$ cat src/rtl/mux_pkg.sv
// Shared types and helpers for the N:1 scanning mux.
// State encoding and a select-width helper that never returns 0.
package mux_pkg;

  typedef enum logic {
    ST_IDLE,
    ST_SCAN
  } state_t;

  function automatic int clog2_min1(input int n);
    return (n < 3) ? 1 : $clog2(n);
  endfunction

endpackage

$ cat src/rtl/mux_nx1_comb.sv
// Combinational N:1 W-bit select with out-of-range flag.
// Out-of-range selects return all zeros.
module mux_nx1_comb
  import mux_pkg::*;
#(
  parameter int N = 64,
  parameter int W = 1,
  localparam int SELW = clog2_min1(N)
) (
  input  logic [N*W-1:0]  a,
  input  logic [SELW-1:0] sel,
  output logic [W-1:0]    data,
  output logic            oob
);

  always_comb begin
    data = '0;
    oob  = (32'(sel) >= N);
    for (int i = 0; i < N; i++) begin
      if (32'(sel) == i) data = a[i*W +: W];
    end
  end

endmodule

$ cat src/rtl/mux_nx1_scan.sv
// N:1 mux with registered output: manual select or full sweep.
// One FSM drives both the select source and the output registers.
module mux_nx1_scan
  import mux_pkg::*;
#(
  parameter int N = 64,
  parameter int W = 1,
  localparam int SELW = clog2_min1(N)
) (
  input  logic            clk,
  input  logic            rst,
  input  logic [N*W-1:0]  a,
  input  logic [SELW-1:0] sel,
  input  logic            sel_vld,
  input  logic            scan_start,
  output logic [W-1:0]    y,
  output logic            y_vld,
  output logic [SELW-1:0] y_idx,
  output logic            sel_err,
  output logic            scan_last,
  output logic            busy
);

  localparam logic [SELW-1:0] LAST = SELW'(N - 1);

  state_t          state;
  logic [SELW-1:0] cnt;
  logic [SELW-1:0] pick;
  logic [W-1:0]    data;
  logic            oob;

  // The sweep counter owns the select while scanning.
  assign pick = (state == ST_SCAN) ? cnt : sel;

  mux_nx1_comb #(
    .N (N),
    .W (W)
  ) u_comb (
    .a    (a),
    .sel  (pick),
    .data (data),
    .oob  (oob)
  );

  always_ff @(posedge clk) begin
    if (rst) begin
      state     <= ST_IDLE;
      cnt       <= '0;
      y         <= '0;
      y_vld     <= 1'b0;
      y_idx     <= '0;
      sel_err   <= 1'b0;
      scan_last <= 1'b0;
      busy      <= 1'b0;
    end else begin
      y_vld     <= 1'b0;
      sel_err   <= 1'b0;
      scan_last <= 1'b0;
      unique case (state)
        ST_IDLE: begin
          if (scan_start) begin
            state <= ST_SCAN;
            cnt   <= '0;
            busy  <= 1'b1;
          end else if (sel_vld) begin
            y       <= data;
            y_idx   <= sel;
            y_vld   <= 1'b1;
            sel_err <= oob;
          end
        end
        ST_SCAN: begin
          y     <= data;
          y_idx <= cnt;
          y_vld <= 1'b1;
          if (cnt == LAST) begin
            scan_last <= 1'b1;
            state     <= ST_IDLE;
            cnt       <= '0;
            busy      <= 1'b0;
          end else begin
            cnt <= cnt + 1'b1;
          end
        end
      endcase
    end
  end

endmodule

$ cat config.mk
export PLATFORM = sky130hd
export DESIGN_NAME = mux_nx1_scan
export DESIGN_NICKNAME = d
export VERILOG_FILES = /design/src/rtl/mux_pkg.sv /design/src/rtl/mux_nx1_comb.sv /design/src/rtl/mux_nx1_scan.sv
export SDC_FILE = /design/constraint.sdc
export NUM_CORES = 1
export LEC_CHECK = 0
export BUFFER_PORTS_ARGS = -buffer_cell sky130_fd_sc_hd__buf_2
export CORE_ASPECT_RATIO = 1.2
export CORE_MARGIN = 5
export CORE_UTILIZATION = 36
export CTS_CLUSTER_SIZE = 30
export DETAILED_ROUTE_END_ITERATION = 7
export GPL_TIMING_DRIVEN = 0
export PLACE_DENSITY_LB_ADDON = 0.2
export SYNTH_ARGS = -nofsm -noshare
export SYNTH_HDL_FRONTEND = slang
export SYNTH_SLANG_ARGS = --single-unit
$ cat constraint.sdc
create_clock -name clk -period 2.67 [get_ports clk]
set_input_delay 0.534 -clock clk [delete_from_list [all_inputs] [get_ports clk]]
set_output_delay 0.534 -clock clk [all_outputs]
set_load 0.05 [all_outputs]
==> run_results.csv <==
group,metric,value,unit
clock_tree,path_clk_slew,0.07,ns
worst_setup_path,path_class,"flip-flop to flip-flop",
sta,finClkSkew,0.00441,ns
logic_synthesis,ys_ff_latch,17,
finish,drive_above_1_share,31.2,%
floorplanning,core.rowCount,30,
floorplanning,dieArea,7580,um2
flow_run,maxCapViolCount,0,
status,violations,"setup timing",
global_routing,grt_pass1_wl,13600,um
drt,wirelength,8850,um
logic_synthesis,yosys_warnings,0,
sta,final.period_utilization,100,%
floorplanning,start_util,37.4,%
global_routing,met2_usage,37.2,%
logic_synthesis,synth_cell_types,65,
global_routing,grt-ovfl-total,0,
clock_tree,cts_tree,"built",
logic_synthesis,synth_flop_cell,"dfxtp_1",
logic_synthesis,synthesis.instances,319,
drt,firstDrtPassIters,7,
power_and_ir_drop,peakVddDrop,0.292,mV
finish,seqCellArea,340,um2
finish,area_delta_synth_final,31.9,%
floorplanning,io-pin-count,85,
worst_setup_path,end_kind,"flip-flop",
clock_tree,cts_root_buffer,"clkbuf_8",
drt,avgViaCountPerCell,6.14,
floorplanning,die_h,94.4,um
status,outcome,"complete, but fails checks",
logic_synthesis,syn_avg_cell_area,6.69,um2
worst_setup_path,r2r.worst_path.cells,10,
clock_tree,cts_max_level,1,
worst_setup_path,crit_top_cell,"buf_4",
clock_tree,clock_latency,0.25,ns
worst_setup_path,required,2.82,ns
worst_setup_path,crit_slowest_cell,"or4_1",
global_routing,antenna_found_initial,0,
floorplanning,die-width,80.3,um
power_and_ir_drop,p_per_area,327,nW/um2
min_path,holdPathStages,2,
place,io_buffers,81,
drt,drc_errors,0,
finish,fin_nets,483,
global_routing,grt_use_total,22.5,%
sta,drv_slew,0,
sta,min_period,2.68,ns
worst_setup_path,slowest_delay,0.51,ns
global_routing,grt_start_max_net_pins,11,
sta,maxSlewHeadroom,51.1,%
sta,hold_ws,0.485,ns
clock_tree,hold_buffers,0,
sta,fin_ws,-0.0119,ns
logic_synthesis,synth-edff-count,0,
worst_setup_path,worstSetupStartpointType,"flip-flop",
sta,rsz0062_at_grt,"yes",
finish,stdcell_area,2820,um2
min_path,worstHoldPathType,"flip-flop to flip-flop",
finish,multiInputGateArea,1710,um2
sta,max_freq,373,MHz
finish,antenna-diode-count,0,
sta,worst_pin_slew,0.729,ns
logic_synthesis,synth_nets,394,
drt,antenna_left,0,
place,dp_hpwl,6900,um
sta,setup_viol,1,
drt,routedWlPerCell,18.2,um
place,dpl-instance-area,2650,um2
global_routing,grt_pass1_vias,2793,
place,place.gp.congestion,0.927,
worst_setup_path,crit_fanout,10,
logic_synthesis,synth-async-reset-ratio,0,%
worst_setup_path,path_cells,"buf_4 > buf_6 > nand3_2 > nand2_2 > buf_4 > a21oi_1 > o31a_1 > or4_1 > a2111o_1 > a21o_1",
clock_tree,clock-sinks,17,
global_routing,grt.met1_usage,29.3,%
clock_tree,cts_buffer_depth,2,
logic_synthesis,ys_seq_area_share,15.9,%
drt,vias,2989,
finish,fillers,621,
sta,hold_viol_final,0,
global_routing,grtUsageMet3,2.19,%
global_routing,grt.busiest_layer,"met2",
clock_tree,cts_buffers,3,
floorplanning,design.core.area,5710,um2
drt,drtIter0Drc,229,
worst_setup_path,critPathArrivalTime,2.83,ns
power_and_ir_drop,p_leak,0.00118,uW
logic_synthesis,syn_area,2130,um2
-- worst max-delay path, delay by kind of cell, from the launching register on --
family	cells	cell delay [ns]
buffers and inverters	3	0.55
AO/OA/AOI/OAI	4	0.93
flip-flops	1	0.34
AND/OR/NAND/NOR	3	0.76
-- where the power goes --
| group | internal [uW] | total (uW) | switching (uW) | leakage (uW) |
|---|---|---|---|---|
| logic | 172 | 455 | 283 | 0.00102 |
| registers | 267 | 274 | 7.24 | 0.000139 |
| clock network | 104 | 191 | 87.6 | 0.0000255 |
-- metrics by stage --
stage	total power (uW)	util (%)	instances	worst slack, ns	TNS (ns)
after floorplan	549	-	319	0.0388	0
after global placement	700	46.4	480	-0.583	-1.23
after detailed placement	702	46.4	480	-0.554	-1.43
after CTS	916	49.0	487	0.00239	0
after global routing	974	49.4	487	-0.137	-0.137
final	920	49.4	487	-0.0119	-0.0119
-- cells in the final DEF, fill, tap and decap left out, types with 3 or more instances in the layout --
| cell type | Yosys | layout |
|---|---|---|
| mux2i_1 | 7 | 5 |
| dfxtp_1 | 17 | 17 |
| inv_1 | 11 | 11 |
| o211ai_1 | 5 | 5 |
| clkbuf_8 | 0 | 3 |
| o21ai_0 | 23 | 23 |
| nand2_1 | 13 | 12 |
| a21oi_1 | 40 | 37 |
| nand3_1 | 8 | 7 |
| a21o_1 | 6 | 6 |
| a22oi_1 | 9 | 8 |
| a211o_1 | 3 | 3 |
| a211oi_1 | 8 | 8 |
| nand3b_1 | 5 | 5 |
| buf_4 | 2 | 10 |
| buf_2 | 11 | 89 |
| nor3_1 | 13 | 13 |
| clkbuf_1 | 8 | 6 |
| nor2_1 | 40 | 40 |
| a21oi_2 | 1 | 4 |
| a221oi_1 | 6 | 6 |
| a31oi_1 | 9 | 8 |
| a32oi_1 | 5 | 5 |
| o21a_1 | 3 | 3 |
| o22ai_1 | 11 | 10 |
| nand2b_1 | 4 | 4 |
-- layout make-up --
cell class	instances	area share, %
Timing Repair Buffer	84	15.2
Clock inverter	1	0.178
Tap cell	80	3.55
Sequential cell	17	12.1
Clock buffer	3	1.47
Multi-Input combinational cell	264	60.8
Buffer	26	5.11
Inverter	12	1.60
-- worst paths after layout --
path	slack, ns	startpoint	to
setup / recovery	-0.01	state	y
hold / removal	0.48	y_idx[4]	y_idx[4]
setup reg to reg	-0.01	state	y
hold reg to reg	0.48	y_idx[4]	y_idx[4]
-- cells in the mapped netlist, drive strengths merged, types with 2 or more instances --
cell type	instances	area share [%]
a21o	6	2.1
a31o	2	1.2
o22a	2	0.82
nand2	13	2.3
a21oi	41	9.8
and2	2	0.59
nor2b	4	1.2
buf	18	4.5
a211oi	8	2.8
nor2	40	7.0
o31a	2	0.82
inv	12	2.1
mux2i	7	3.3
o32ai	2	0.82
a22oi	9	3.2
o221ai	2	0.82
a31oi	9	2.6
clkbuf	8	1.4
o21a	3	1.1
o22ai	11	3.2
o211ai	5	1.8
nor3b	3	1.3
a221oi	6	2.5
a211o	3	1.2
o21ai	24	5.6
nand3b	5	1.8
dfxtp	17	16
a32oi	5	2.1
nor3	13	3.0
and3b	2	1.0
nand3	8	1.9
nand2b	4	1.2
-- cells by family (layout without fill, tap and decap cells) --
family,Yosys count,count (layout),share of synthesized area [%]
and+or+nand+nor,104,104,24.7
buffers and inverters,38,126,8.03
adders and majority gates,1,1,0.586
AOI/OAI and AO/OA,150,150,46.7
DFF,17,17,15.9
muxes,8,8,3.81
other,1,1,0.176
-- repair_timing --
item,in CTS,in global routing
setup buffers,3,0
endpoints found under the setup margin,9,5
pin swaps,1,0
endpoints found under the hold margin,0,0
gates cloned,0,0
resized for setup,22,3
-- sequential cells by signal, indices dropped and copies added, names as in the netlist --
name / flops
cnt: 6
y_idx: 6
busy: 1
scan_last: 1
state: 1
y: 1
y_vld: 1
-- metal layers --
layer / vias to the layer above / wire length, um
met5: - / 0
met4: 0 / 378
li1: 1403 / -
met2: 166 / 4140
met3: 32 / 652
met1: 1388 / 3690
Power figures use the tool's default switching activity.
